## src/rtl/sram_pkg.sv

```systemverilog
// Shared definitions for the SRAM line/word controller.
package sram_pkg;

    typedef enum logic [1:0] {
        IDLE  = 2'd0,
        READ  = 2'd1,
        WRITE = 2'd2,
        DONE  = 2'd3
    } state_t;

    localparam int READ_BEATS  = 4;
    localparam int WRITE_BEATS = 2;

    localparam logic [1:0] READ_LAST_BEAT  = 2'(READ_BEATS - 1);
    localparam logic [1:0] WRITE_LAST_BEAT = 2'(WRITE_BEATS - 1);

endpackage

```

## src/rtl/sram_beat_timer.sv

```systemverilog
// Per-beat wait timer: down-counts ACCESS_CYCLES while active and flags the
// last cycle of each beat. Idles at zero, where zero means "fresh beat".
module sram_beat_timer #(
    parameter int ACCESS_CYCLES = 1
) (
    input  logic clk,
    input  logic rst,
    input  logic active,
    output logic beat_last
);

    localparam logic [3:0] CYCLES = 4'(ACCESS_CYCLES);

    logic [3:0] cnt;
    logic [3:0] remaining;

    assign remaining = (cnt == 4'd0) ? CYCLES : cnt;
    assign beat_last = active && (remaining == 4'd1);

    always_ff @(posedge clk) begin
        if (rst) begin
            cnt <= 4'd0;
        end else if (!active || beat_last) begin
            cnt <= 4'd0;
        end else begin
            cnt <= remaining - 4'd1;
        end
    end

endmodule

```

## src/rtl/sram_controller.sv

```systemverilog
// Bridges cache-side 64-bit line reads and 32-bit word writes onto a 16-bit
// external SRAM, one halfword beat per ACCESS_CYCLES clocks.
//
//   state | meaning
//   IDLE  | waiting for a request; bus parked
//   READ  | four read beats, capturing one halfword per beat
//   WRITE | two write beats, low halfword then high halfword
//   DONE  | one-cycle completion, ready asserted
import sram_pkg::*;

module sram_controller #(
    parameter int ACCESS_CYCLES = 1
) (
    input  logic        clk,
    input  logic        rst,
    input  logic [31:0] address,
    input  logic [31:0] wdata,
    input  logic        sram_read,
    input  logic        sram_write,
    output logic [63:0] rdata,
    output logic        ready,
    output logic [17:0] SRAM_ADDR,
    output logic [15:0] SRAM_DQ_OUT,
    input  logic [15:0] SRAM_DQ_IN,
    output logic        SRAM_DQ_OE,
    output logic        SRAM_WE_N
);

    state_t      state;
    logic [1:0]  beat;
    logic [17:0] base;
    logic [31:0] wdata_q;
    logic        beat_last;
    logic [1:0]  beat_next;
    logic        unused_bits;

    // Low write halfword is driven straight from wdata on entry to WRITE.
    assign unused_bits = ^{address[31:19], address[0], wdata_q[15:0]};
    assign beat_next   = beat + 2'd1;

    assign ready = ((state == IDLE) && !sram_read && !sram_write) || (state == DONE);

    sram_beat_timer #(
        .ACCESS_CYCLES(ACCESS_CYCLES)
    ) u_beat_timer (
        .clk      (clk),
        .rst      (rst),
        .active   ((state == READ) || (state == WRITE)),
        .beat_last(beat_last)
    );

    always_ff @(posedge clk) begin
        if (rst) begin
            state       <= IDLE;
            beat        <= 2'd0;
            base        <= 18'd0;
            wdata_q     <= 32'd0;
            rdata       <= 64'd0;
            SRAM_ADDR   <= 18'd0;
            SRAM_DQ_OUT <= 16'd0;
            SRAM_DQ_OE  <= 1'b0;
            SRAM_WE_N   <= 1'b1;
        end else begin
            case (state)
                IDLE: begin
                    beat <= 2'd0;
                    if (sram_write) begin
                        state       <= WRITE;
                        base        <= {address[18:2], 1'b0};
                        wdata_q     <= wdata;
                        SRAM_ADDR   <= {address[18:2], 1'b0};
                        SRAM_DQ_OUT <= wdata[15:0];
                        SRAM_DQ_OE  <= 1'b1;
                        SRAM_WE_N   <= 1'b0;
                    end else if (sram_read) begin
                        state       <= READ;
                        base        <= {address[18:3], 2'b00};
                        SRAM_ADDR   <= {address[18:3], 2'b00};
                        SRAM_DQ_OUT <= 16'd0;
                        SRAM_DQ_OE  <= 1'b0;
                        SRAM_WE_N   <= 1'b1;
                    end else begin
                        SRAM_ADDR   <= 18'd0;
                        SRAM_DQ_OUT <= 16'd0;
                        SRAM_DQ_OE  <= 1'b0;
                        SRAM_WE_N   <= 1'b1;
                    end
                end
                READ: begin
                    if (beat_last) begin
                        rdata[16*beat +: 16] <= SRAM_DQ_IN;
                        if (beat == READ_LAST_BEAT) begin
                            state     <= DONE;
                            beat      <= 2'd0;
                            SRAM_ADDR <= 18'd0;
                        end else begin
                            beat      <= beat_next;
                            SRAM_ADDR <= base | 18'(beat_next);
                        end
                    end
                end
                WRITE: begin
                    if (beat_last) begin
                        if (beat == WRITE_LAST_BEAT) begin
                            state       <= DONE;
                            beat        <= 2'd0;
                            SRAM_ADDR   <= 18'd0;
                            SRAM_DQ_OUT <= 16'd0;
                            SRAM_DQ_OE  <= 1'b0;
                            SRAM_WE_N   <= 1'b1;
                        end else begin
                            beat        <= beat_next;
                            SRAM_ADDR   <= base | 18'(beat_next);
                            SRAM_DQ_OUT <= wdata_q[31:16];
                        end
                    end
                end
                default: begin
                    state       <= IDLE;
                    beat        <= 2'd0;
                    SRAM_ADDR   <= 18'd0;
                    SRAM_DQ_OUT <= 16'd0;
                    SRAM_DQ_OE  <= 1'b0;
                    SRAM_WE_N   <= 1'b1;
                end
            endcase
        end
    end

endmodule

```

## config.mk

```make
export PLATFORM = sky130hd
export DESIGN_NAME = sram_controller
export DESIGN_NICKNAME = d
export VERILOG_FILES = /design/src/rtl/sram_pkg.sv /design/src/rtl/sram_beat_timer.sv /design/src/rtl/sram_controller.sv
export SDC_FILE = /design/constraint.sdc
export NUM_CORES = 1
export LEC_CHECK = 0
export BUFFER_PORTS_ARGS = -buffer_cell sky130_fd_sc_hd__buf_2
export CORE_MARGIN = 3
export CORE_UTILIZATION = 30
export DETAILED_ROUTE_END_ITERATION = 16
export RECOVER_POWER = 50
export SETUP_SLACK_MARGIN = 0.1
export SLEW_MARGIN = 30
export SYNTH_ARGS = -nofsm -noshare
export SYNTH_HDL_FRONTEND = slang
export SYNTH_HIERARCHICAL = 1
export SYNTH_SLANG_ARGS = --single-unit
```

## constraint.sdc

```tcl
create_clock -name clk -period 2.2 [get_ports clk]
set_input_delay 0 -clock clk [delete_from_list [all_inputs] [get_ports clk]]
set_output_delay 0 -clock clk [all_outputs]
set_load 0.05 [all_outputs]
```

# Yosys cells after proc, flatten, opt, wreduce, memory -nomap -nowiden
# Index checks and enable logic that the tools add are counted.
# classes
mux,35
reduce_logical,20
add_sub_neg,3
bitwise,2
n_eq_ne,11
shift,2
# ops
cell,count
$mux W18,8
$bwmux W64,1
$shift A16 B34 Y64 const A,1
$shiftx A16 B34 Y64,1
$pmux W18 S3,1
$mux W16,3
$pmux W16 S3,1
$neg A6 Y34,1
$mux W2,10
$or A18 B2 Y18,1
$reduce_and A2 Y1,5
$ne A2 B1 Y1 const B,4
$eq A2 B2 Y1 const B,3
$mux W1,6
$pmux W1 S3,2
$pmux W2 S3,1
$reduce_and A5 Y1,1
$eq A2 B1 Y1 const B,2
$eq A4 B1 Y1 const B,1
$logic_not A4 Y1,1
$mux W4,1
$pmux W2 S2,1
$sub A4 B1 Y4 const B,1
$logic_and A1 B1 Y1,3
other kinds (9),13
# word_totals
in_bits,84
out_inout_bits,101
ff_bits,158
elab_cells,83

# Longest topological paths before layout
# Gate-level depths: netlist (run 1).
# depth
word_depth,6
ltp_mapped,11
depth_no_buf,8

# Modules after synthesis
# The synthesis (run 1) kept the hierarchy.
# modules_own_cells
module,instances,cells_each,area_each_um2,seq_area_each_um2
sram_controller,1,581,5267.6,2742.6
sram_beat_timer,1,24,211.5,80.1

# Least setup slack after synthesis (run 1)
# OpenSTA, ideal clock, no wires.
# synth_timing
path_kind,register to register
startpoint,reg u_beat_timer.cnt[2]
endpoint,reg SRAM_ADDR[10]
t_required_ps,2126
path_slack_ps,187
t_arrival_ps,1939
path_buffers,2
setup_ps,74
synth_period_minus_slack_ps,2013
stages_incl_launch_ff,11
cell_sequence,dfxtp_1 nor3_1 or2_1 ha_1 and3_1 buf_4 o21bai_2 nor2_2 buf_2 nand2_1 o21ai_0
# synth_via
elab_chain_cells,6
elab_cells_between_ends,7
classes_between,eq/ne: 3; mux: 1; reduce/logical: 3
# synth_lines
item,line_no,rtl
from (decl),sram_beat_timer.sv:14,logic [3:0] cnt;
from (signal assigned),sram_beat_timer.sv:26,cnt <= remaining - 4'd1;
$logic_not A4 Y1,sram_beat_timer.sv:17,assign remaining = (cnt == 4'd0) ? CYCLES : cnt;
$mux W4 (*),sram_beat_timer.sv:17,
$eq A4 B1 Y1 (*),sram_beat_timer.sv:18,assign beat_last = active && (remaining == 4'd1);
$logic_and A1 B1 Y1 (*),sram_beat_timer.sv:18,
named net beat_last,sram_controller.sv:33,logic beat_last;
$ne A2 B1 Y1 (no source line),-,
$reduce_and A2 Y1 (no source line) (*),-,
to (signal assigned),sram_controller.sv:71,"SRAM_ADDR <= {address[18:2], 1'b0};"
to (signal assigned),sram_controller.sv:78,"SRAM_ADDR <= {address[18:3], 2'b00};"
to (signal assigned),sram_controller.sv:98,SRAM_ADDR <= base | 18'(beat_next);
to (decl),sram_controller.sv:22,"output logic [17:0] SRAM_ADDR,"
# The timed path passes the listed nets; every way through them passes the cells marked *.
# A chain may end at the register's enable or synchronous reset.

# Worst setup path in the final report (run 1)
# layout_timing
startpoint,reg u_beat_timer.cnt[2]
endpoint,reg SRAM_DQ_OUT[14]
# layout_via
elab_chain_cells,6
# layout_lines
item,line_no,rtl
$logic_not A4 Y1,sram_beat_timer.sv:17,
$mux W4 (*),sram_beat_timer.sv:17,
$eq A4 B1 Y1 (*),sram_beat_timer.sv:18,
$logic_and A1 B1 Y1 (*),sram_beat_timer.sv:18,
named net beat_last,sram_controller.sv:33,
$ne A2 B1 Y1 (no source line) (*),-,
$reduce_and A2 Y1 (no source line) (*),-,
to (signal assigned),sram_controller.sv:72,SRAM_DQ_OUT <= wdata[15:0];
to (signal assigned),sram_controller.sv:114,SRAM_DQ_OUT <= wdata_q[31:16];
to (decl),sram_controller.sv:23,"output logic [15:0] SRAM_DQ_OUT,"
# Marks and branches as above.

==> results of run 1 <==
==> worst min path at each step <==
stage	startpoint	slack, ns	cells after the start	end
floorplan	wdata[16]	0.14	2	wdata_q[16]
global placement	wdata[21]	0.24	3	wdata_q[21]
detailed placement	wdata[20]	0.25	3	wdata_q[20]
CTS	sram_write	0.08	5	state[0]
global route	sram_write	0.14	5	state[0]
finish	sram_write	0.09	5	state[0]
==> layout by cell type, fill, tap and decap left out, drive strengths merged, types with 3 or more instances in the layout <==
master	count
dfxtp	141
clkbuf	120
nand2	94
buf	93
nor2	90
a22oi	80
dlygate4sd3	66
a21oi	40
o21ai	21
a22o	17
a21boi	17
inv	15
ha	14
nand3	6
clkinv	4
nor2b	4
a21o	3
nor4	3
==> area by class of cell <==
class,instances,area (sq um)
Fill cell,1746,9782
Sequential cell,141,2824
Clock inverter,14,156.4
Multi-Input combinational cell,414,2409
Timing Repair Buffer,261,1672
Tap cell,225,281.5
Clock buffer,18,439.2
Inverter,9,33.78
==> sequential cells by signal, summed over array words and instances, names as in the netlist <==
name	count
base	17
SRAM_WE_N	1
SRAM_ADDR	18
wdata_q	16
rdata	64
SRAM_DQ_OE	1
u_beat_timer/cnt	4
beat	2
SRAM_DQ_OUT	16
state	2
==> stage by stage <==
| step | area, sq um | total power, mW | util | hold WS [ns] |
|---|---|---|---|---|
| 5_1_grt | 7815 | 9.966 | 0.4441 | 0.1356 |
| 3_5_place_dp | 6675 | 6.499 | 0.3793 | 0.2460 |
| 3_3_place_gp | 6675 | 6.477 | 0.3793 | 0.2416 |
| 6_report | 7815 | 9.413 | 0.4441 | 0.08854 |
| 2_1_floorplan | 5479 | 5.492 | - | 0.1360 |
| 4_1_cts | 7933 | 9.527 | 0.4508 | 0.07837 |
==> timing repair <==
item / in CTS / in global routing
hold buffers: 66 / 0
resized for setup: 1 / 2
hold endpoints to repair: 131 / 0
setup buffers: 0 / 1
pin swaps: 0 / 1
setup endpoints to repair: 26 / 60
gates cloned: 0 / 1
==> metal layers <==
layer | routed length [microns] | track usage
met2 | 7483 | 0.2619
met5 | 27 | 0
met3 | 1152 | 0.05224
met1 | 7346 | 0.1982
met4 | 185 | 0.04488
==> power by group <==
part           switching (mW)  leakage (nW)  internal, mW
clock network            1.18         0.291          1.72
registers               0.173          1.15          2.90
logic                    2.33          1.63          1.11
total                    3.68          3.07          5.73
==> cell families after synthesis <==
logic type / after synthesis / share of synthesized area
AND/OR/NAND/NOR: 210 / 0.1667
AO/OA/AOI/OAI: 187 / 0.2354
adder cells (fa/ha/maj): 14 / 0.03197
flip-flops: 141 / 0.5152
buffers and inverters: 51 / 0.04704
multiplexers: 2 / 0.003654
==> worst max-delay path: cells and delay by family (launching register included) <==
family          cells  cell delay, ns
fa+ha+maj           1            0.18
compound gates      2            0.44
flops               1            0.31
simple gates        4            0.62
buf+inv             2            0.26
==> reports/qor.csv, run 1 <==
metric,value,unit
ys_warn_count,6,
max_freq,0.5173,GHz
fin_cells,1082,
clockRootBuffer,clkbuf_16,
worst-path-max-fanout,12,
die_y,141.1,microns
startpoint,u_beat_timer/cnt[2],
worstPathRequired,2.49,ns
r2r_cells,9,
post-route-period-util,0.8787,
cts_sinks,141,
core_area,17600,sq um
rsz0062_at_grt,false,
crit_path_cell_trace,nor3_1 > or2_1 > ha_1 > and3_4 > inv_1 > a21o_1 > buf_4 > a22oi_1 > nor2_1,
critical_path_arrival,2.22,ns
drive_gt1_frac,0.1622,
wl_per_cell,14.97,microns
htree_levels,4,
fin_setup_tns,0,ns
place_ws,0.04908,ns
synth_area,5479,sq um
irDropWorstVdd,0.0006944,V
clock_latency,0.42,ns
hpwlAfterDp,10170,microns
dr.pass1.iters,4,
synthMostInstantiatedCell,dfxtp_1,
power_density,1205,nW/um^2
rr_startpoint,u_beat_timer/cnt[2],
clk_pin_slew,0.06,ns
wl,16200,microns
maxSlewHeadroom,0.5476,
fin_nets,942,
die_area,19920,sq um
critPathSlowestCell,dfxtp_1,
num_vias,5226,
insertedDiodeCount,0,
async_reset_ff_frac,0,
synthCells,605,
worst_pin_slew,0.6786,ns
initial_core_util,0.3114,
synth_edf_count,0,
gp_congestion,0.7460,
yosys.area.top_type_share,0.5152,
ff2ff_setup_slack,0.27,ns
avgViaCountPerCell,4.830,
yosys-top-cells-count,"dfxtp_1 (141), nand2_1 (93), nor2_1 (88), a22oi_1 (80), a21oi_1 (40)",
r2r-end,SRAM_DQ_OUT[14],
grt_remaining_overflow,0,
syn_nets,703,
status,finished clean,
grt_pass1_wl,25520,microns
port_buffers,169,
cts_buffers,17,
antenna_found_initial,2,
area_growth,42.64,%
worstHoldPathType,in2reg,
io_pins,185,
drtIter0Drc,331,
yosysUniqueCellTypes,42,
drc,0,
synth_area_leader_cell,dfxtp_1,
seq_area_frac_synth,0.5152,
die_x,141.1,microns
drv_slew,0,
start_kind,flip-flop,
ys.flop_type,dfxtp_1,
cts_buffer_depth,2,
finalCriticalPeriod,1.933,ns
ys_ff_latch,141,
setup_violations,0,
placed_cells,982,
finClkSkew,0.009697,ns
endpoint,SRAM_DQ_OUT[14],
antenna_left,0,
critPathCaptureType,flip-flop,
synth_top_cells_by_area,"dfxtp_1 (52%), a22oi_1 (11%), nand2_1 (6.4%), nor2_1 (6.0%), a21oi_1 (3.7%)",
cts_tree,yes,
grt_max_degree,65,
path_class,reg2reg,
p_leak,3.069,nW
maxCapViolCount,0,
finalHoldViolCount,0,
grt_pass1_vias,4930,
syn_area_per_cell,9.056,sq um
rows,48,
grt_usage,0.1586,
fin_ws,0.2669,ns
cpPeakStageDelay,0.31,ns
(Power assumes the default switching activity.)
==> inputs of run 2 (changes only) <==
--- a/config.mk
+++ b/config.mk
@@ -5,10 +5,11 @@
 export SDC_FILE = /design/constraint.sdc
 export NUM_CORES = 1
 export LEC_CHECK = 0
-export BUFFER_PORTS_ARGS = -buffer_cell sky130_fd_sc_hd__buf_2
+export BUFFER_PORTS_ARGS = -buffer_cell sky130_fd_sc_hd__clkbuf_2
 export CORE_MARGIN = 3
 export CORE_UTILIZATION = 30
 export DETAILED_ROUTE_END_ITERATION = 16
+export GPL_ROUTABILITY_DRIVEN = 0
 export RECOVER_POWER = 50
 export SETUP_SLACK_MARGIN = 0.1
 export SLEW_MARGIN = 30
==> run 2 against run 1 <==
First-iteration DRC count down 29%. Combinational power down 1%. Clock skew up 0.0049 ns. Critical path type unchanged. Via count down 1.1%. Critical endpoint is now base[1]. Worst hold slack worse by 0.058 ns. Clock power down 4%. Sequential power about the same. Largest cell class unchanged. Maximum frequency down 3.0%.
==> reports/qor.csv, run 2 (synthesis gave the netlist of run 1 again) <==
metric,value,unit
post-route-period-util,0.9055,
htree_levels,4,
grt_usage,0.1596,
post_cts_buffers,0,
largest_register_ffs,64,
dr.pass1.iters,5,
drtIter0Drc,236,
grt_pass1_wl,25720,microns
power_density,1191,nW/um^2
worst_pin_slew,0.6697,ns
finClkSkew,0.01463,ns
cts_sinks,141,
worstHoldPathType,in2reg,
fin_area,7775,sq um
clk_pin_slew,0.07,ns
rows,48,
layout_commonest_cell,dfxtp_1,
hpwlAfterDp,10300,microns
core_area,17600,sq um
max_freq,0.5020,GHz
wl,16170,microns
antenna_left,0,
dpl_cell_area,6670,sq um
p_sw_frac,0.3979,
clockRootBuffer,clkbuf_16,
wl_per_cell,14.95,microns
die_x,141.1,microns
insertedDiodeCount,0,
io_pins,185,
area_growth,41.90,%
p_int,5.577,mW
p_switching,3.686,mW
avgViaCountPerCell,4.783,
die_y,141.1,microns
num_vias,5170,
start_kind,flip-flop,
rsz0062_at_grt,false,
drv_slew,0,
grt_max_degree,41,
fin_nets,941,
initial_core_util,0.3114,
worstPathRequired,2.55,ns
critPathCaptureType,flip-flop,
finalCriticalPeriod,1.992,ns
setup_violations,0,
power_frac_seq,0.332,
reg_top3,"rdata (64), SRAM_ADDR (18), base (17)",
port_buffers,169,
irDropWorstVdd,0.0007101,V
mostFrequentLayoutCells,"dfxtp_1 (141), clkbuf_1 (103), nand2_1 (93)",
fin_util,0.4418,
maxCapViolCount,0,
p_leak,3.059,nW
antenna_found_initial,0,
fin_setup_tns,0,ns
cts_buffer_depth,2,
grt_remaining_overflow,0,
cts_buffers,17,
p_comb_frac,0.366,
maxSlewHeadroom,0.5555,
cts_tree,yes,
critical_path_arrival,2.35,ns
drc,0,
clock_latency,0.42,ns
die_area,19920,sq um
drive_gt1_frac,0.1600,
path_class,reg2reg,
pwr-share-clk,0.302,
fill_cells,1754,
grt_pass1_vias,4875,
status,finished clean,
finalHoldViolCount,0,
top_register,rdata,
timing.hold.ws,0.03031,ns
worst-path-max-fanout,33,
## run 2: changes by cell type in the layout (fill, tap and decap cells not counted), sizes merged
cell,delta
buf,-68
clkbuf,+67
inv,+3
and3,-1
bufinv,-1
clkinv,-1
## run 2: through the flow
stage                     std cells  worst slack (ns)  power (mW)
final                          1081            0.2078       9.262
after global placement          983            0.1062       6.473
after global routing           1081           0.06327       9.830
after floorplan                 605            0.1868       5.492
after CTS                      1081            0.1699       9.448
after detailed placement        983           0.07151       6.499
## run 2: worst paths after layout
kind	startpoint	endpoint	slack, ns	cells after the start
worst min-delay path	rst	base[8]	0.03	2
worst min register to register	SRAM_ADDR[5]	SRAM_ADDR[5]	0.45	2
worst max register to register	state[1]	base[1]	0.21	7
worst max-delay path	state[1]	base[1]	0.21	7
## run 2: power by group through the flow
| stage | sequential, mW | clock (mW) | combinational, mW |
|---|---|---|---|
| after floorplan | 3.80 | 0 | 1.70 |
| after global placement | 3.12 | 0 | 3.36 |
| after detailed placement | 3.13 | 0 | 3.37 |
| after CTS | 3.07 | 2.89 | 3.49 |
| after global routing | 3.11 | 3.02 | 3.70 |
| final | 3.07 | 2.80 | 3.39 |
## run 2: cell type report
type                            instances  area (sq um)  area share
Sequential cell                       141          2823      0.3631
Timing Repair Buffer                  261          1658      0.2132
Clock buffer                           17         425.4     0.05472
Clock inverter                         15         150.1     0.01931
Multi-Input combinational cell        413          2404      0.3091
Tap cell                              225         281.5     0.03621
Inverter                                9         33.78    0.004345
## run 2: per-layer routing
| layer | global-route usage | vias to the layer above | routed length (microns) |
|---|---|---|---|
| li1 | - | 2605 | - |
| met1 | 0.2102 | 2350 | 7377 |
| met2 | 0.2528 | 191 | 7294 |
| met3 | 0.05020 | 24 | 1249 |
| met4 | 0.04386 | 0 | 244 |
| met5 | 0 | - | 0 |
## run 2: timing repair
| action | in CTS | in global routing |
|---|---|---|
| resized for setup | 1 | 2 |
| hold endpoints to repair | 128 | 0 |
| setup endpoints to repair | 13 | 10 |
| hold buffers | 66 | 0 |
## run 2: critical path, stage by stage (launching register included)
cell and delay (ns):
dfxtp_1 0.33, inv_1 0.10, ha_2 0.28, and2_0 0.21, buf_12 0.20, nand2_1 0.10, a21oi_1 0.14, dlygate4sd3_1 0.57
==> inputs of run 3 (changes only) <==
--- a/config.mk
+++ b/config.mk
@@ -5,6 +5,7 @@
 export SDC_FILE = /design/constraint.sdc
 export NUM_CORES = 1
 export LEC_CHECK = 0
+export ABC_AREA = 1
 export BUFFER_PORTS_ARGS = -buffer_cell sky130_fd_sc_hd__clkbuf_2
 export CORE_MARGIN = 3
 export CORE_UTILIZATION = 30
==> run 3 against run 2 <==
Sequential cell count stayed put. Register-to-register slack better by 0.09 ns. Worst hold slack got worse by 0.0060 ns. Critical endpoint is now SRAM_ADDR[5].
==> reports/qor.csv, run 3 <==
metric,value,unit
power.total,9.211,mW
r2r_cells,11,
routed.top_layer,met4,
maxCapViolCount,0,
synth_edf_count,0,
hpwlAfterDp,12000,microns
drv_slew,0,
fin_cells,1290,
path_class,reg2reg,
synth_top_cells_by_area,"dfxtp_1 (48%), nand2_1 (17%), a21oi_1 (11%), nand4_1 (6.0%), inv_1 (3.1%)",
grt_max_degree,82,
min_to,base[2],
yosys.area.top_type_share,0.4823,
rr_startpoint,state[0],
setup_violations,0,
die_x,145.7,microns
maxSlewHeadroom,0.5444,
fin_setup_tns,0,ns
grt_usage,0.1653,
dr.pass1.iters,5,
drtIter0Drc,309,
largest_register_ffs,64,
synthMostInstantiatedCell,nand2_1,
cts_tree,yes,
htree_levels,4,
irDropWorstVdd,0.0006611,V
antenna_left,0,
io_pins,185,
yosys-top-cells-count,"nand2_1 (268), dfxtp_1 (141), a21oi_1 (132), nand4_1 (56), inv_1 (48)",
wl_met2,8515,microns
async_reset_ff_frac,0,
dpl_cell_area,6953,sq um
syn_nets,891,
die_area,21220,sq um
met1_length,8197,microns
num_vias,5955,
layout_commonest_cell,nand2_1,
fin_area,8093,sq um
drc,0,
rsz0062_at_grt,false,
finalHoldViolCount,0,
ff2ff_setup_slack,0.30,ns
wl_per_cell,13.94,microns
grt_pass1_vias,5492,
post-route-period-util,0.8653,
r2r-end,SRAM_ADDR[5],
core_area,18960,sq um
finClkSkew,0.01216,ns
grt_pass1_wl,28750,microns
cpPeakStageDelay,0.36,ns
clock_latency,0.41,ns
crit_path_cell_trace,inv_1 > ha_1 > inv_1 > nor2_1 > inv_2 > o21ai_2 > inv_2 > nor2_4 > buf_12 > nand2_1 > a21oi_1,
avgViaCountPerCell,4.616,
ys.flop_type,dfxtp_1,
reg_top3,"rdata (64), SRAM_ADDR (18), base (17)",
insertedDiodeCount,0,
synth_area,5853,sq um
critPathSlowestCell,dfxtp_1,
placed_cells,1192,
cts_sinks,141,
syn_area_per_cell,7.381,sq um
worst-path-max-fanout,17,
clk_pin_slew,0.06,ns
worstPathRequired,2.54,ns
yosysUniqueCellTypes,25,
rows,50,
critPathCaptureType,flip-flop,
p_leak,3.280,nW
top_register,rdata,
fin_util,0.4269,
die_y,145.7,microns
hp-start,rst,
cts_buffers,17,
synthCells,793,
seq_area_frac_synth,0.4823,
clockRootBuffer,clkbuf_16,
worstHoldPathType,in2reg,
power_density,1138,nW/um^2
antenna_found_initial,0,
max_freq,0.5253,GHz
status,finished clean,
initial_core_util,0.3088,
wl_met3,914,microns
start_kind,flip-flop,
ys_ff_latch,141,
wl,17990,microns
fin_nets,1117,
synth_area_leader_cell,dfxtp_1,
cts_buffer_depth,2,
drive_gt1_frac,0.1359,
ys_warn_count,6,
worst_pin_slew,0.6864,ns
critical_path_arrival,2.25,ns
grt_remaining_overflow,0,
port_buffers,169,
mostFrequentLayoutCells,"nand2_1 (269), dfxtp_1 (141), a21oi_1 (132)",
finalCriticalPeriod,1.904,ns
hold_depth,2,
area_growth,38.26,%
-- run 3: cell types whose count changed after synthesis, sizes merged, moves of 4 or more --
| cell | before | now |
|---|---|---|
| a21boi | 17 | 0 |
| nor2 | 90 | 33 |
| o21ai | 21 | 29 |
| nor2b | 4 | 0 |
| nand4 | 1 | 56 |
| inv | 9 | 54 |
| nand2 | 94 | 276 |
| a22oi | 80 | 0 |
| a22o | 17 | 0 |
| a21oi | 40 | 133 |
-- run 3: metrics by stage --
stage               worst slack (ns)  hold WS, ns
finish                        0.2963      0.02426
global route                 0.09706      0.02684
CTS                           0.1301     0.003752
detailed placement            0.1450       0.2643
global placement              0.2471       0.2559
floorplan                     0.1185       0.1667
-- run 3: timing repair --
action                                  in CTS  in global routing
setup buffers                                0                  1
gates resized for setup                      0                  3
hold endpoints to repair                   112                  0
hold buffers                                66                  0
endpoints found under the setup margin       0                 45
-- run 3: kinds of logic (layout without fill, tap and decap cells) --
logic type	after synthesis	count (layout)	synth area share
AND/OR/NAND/NOR	370	371	0.2719
buffers and inverters	105	341	0.07460
XOR/XNOR	1	1	0.001497
flip-flops	141	141	0.4823
adder cells (fa/ha/maj)	14	14	0.02993
AO/OA/AOI/OAI	162	162	0.1398
-- run 3: critical path, delay by kind of cell, from the launching register on --
family	cells	cell delay, ns
buffers and inverters	5	0.50
and+or+nand+nor	3	0.40
adders and majority gates	1	0.35
DFF	1	0.36
AOI/OAI and AO/OA	2	0.24
-- run 3: worst max path at each step --
stage	cells past startpoint	startpoint	slack (ns)	to
final	11	state[0]	0.30	SRAM_ADDR[5]
after global routing	11	state[0]	0.1	SRAM_ADDR[14]
after CTS	10	state[0]	0.13	SRAM_ADDR[5]
after detailed placement	10	state[0]	0.14	SRAM_ADDR[5]
after global placement	10	state[0]	0.25	SRAM_ADDR[2]
after floorplan	7	beat[0]	0.12	rdata[10]
-- run 3: where the power goes --
part / internal (mW) / switching [mW] / total, mW
Sequential: 2.93 / 0.179 / 3.11
Clock: 1.72 / 1.10 / 2.82
Combinational: 0.870 / 2.42 / 3.29
Total: 5.52 / 3.69 / 9.21
-- run 3: cell type report --
cell class	instances	area, sq um
Sequential cell	141	2823
Multi-Input combinational cell	548	2605
Inverter	57	216.5
Clock inverter	10	115.1
Fill cell	1997	10860
Timing Repair Buffer	254	1551
Clock buffer	20	456.7
Tap cell	260	325.3
-- run 3: layer usage --
| layer | up-vias | GRT usage |
|---|---|---|
| met5 | - | 0 |
| li1 | 3046 | - |
| met4 | 0 | 0.05698 |
| met3 | 24 | 0.03955 |
| met2 | 172 | 0.2640 |
| met1 | 2713 | 0.2194 |
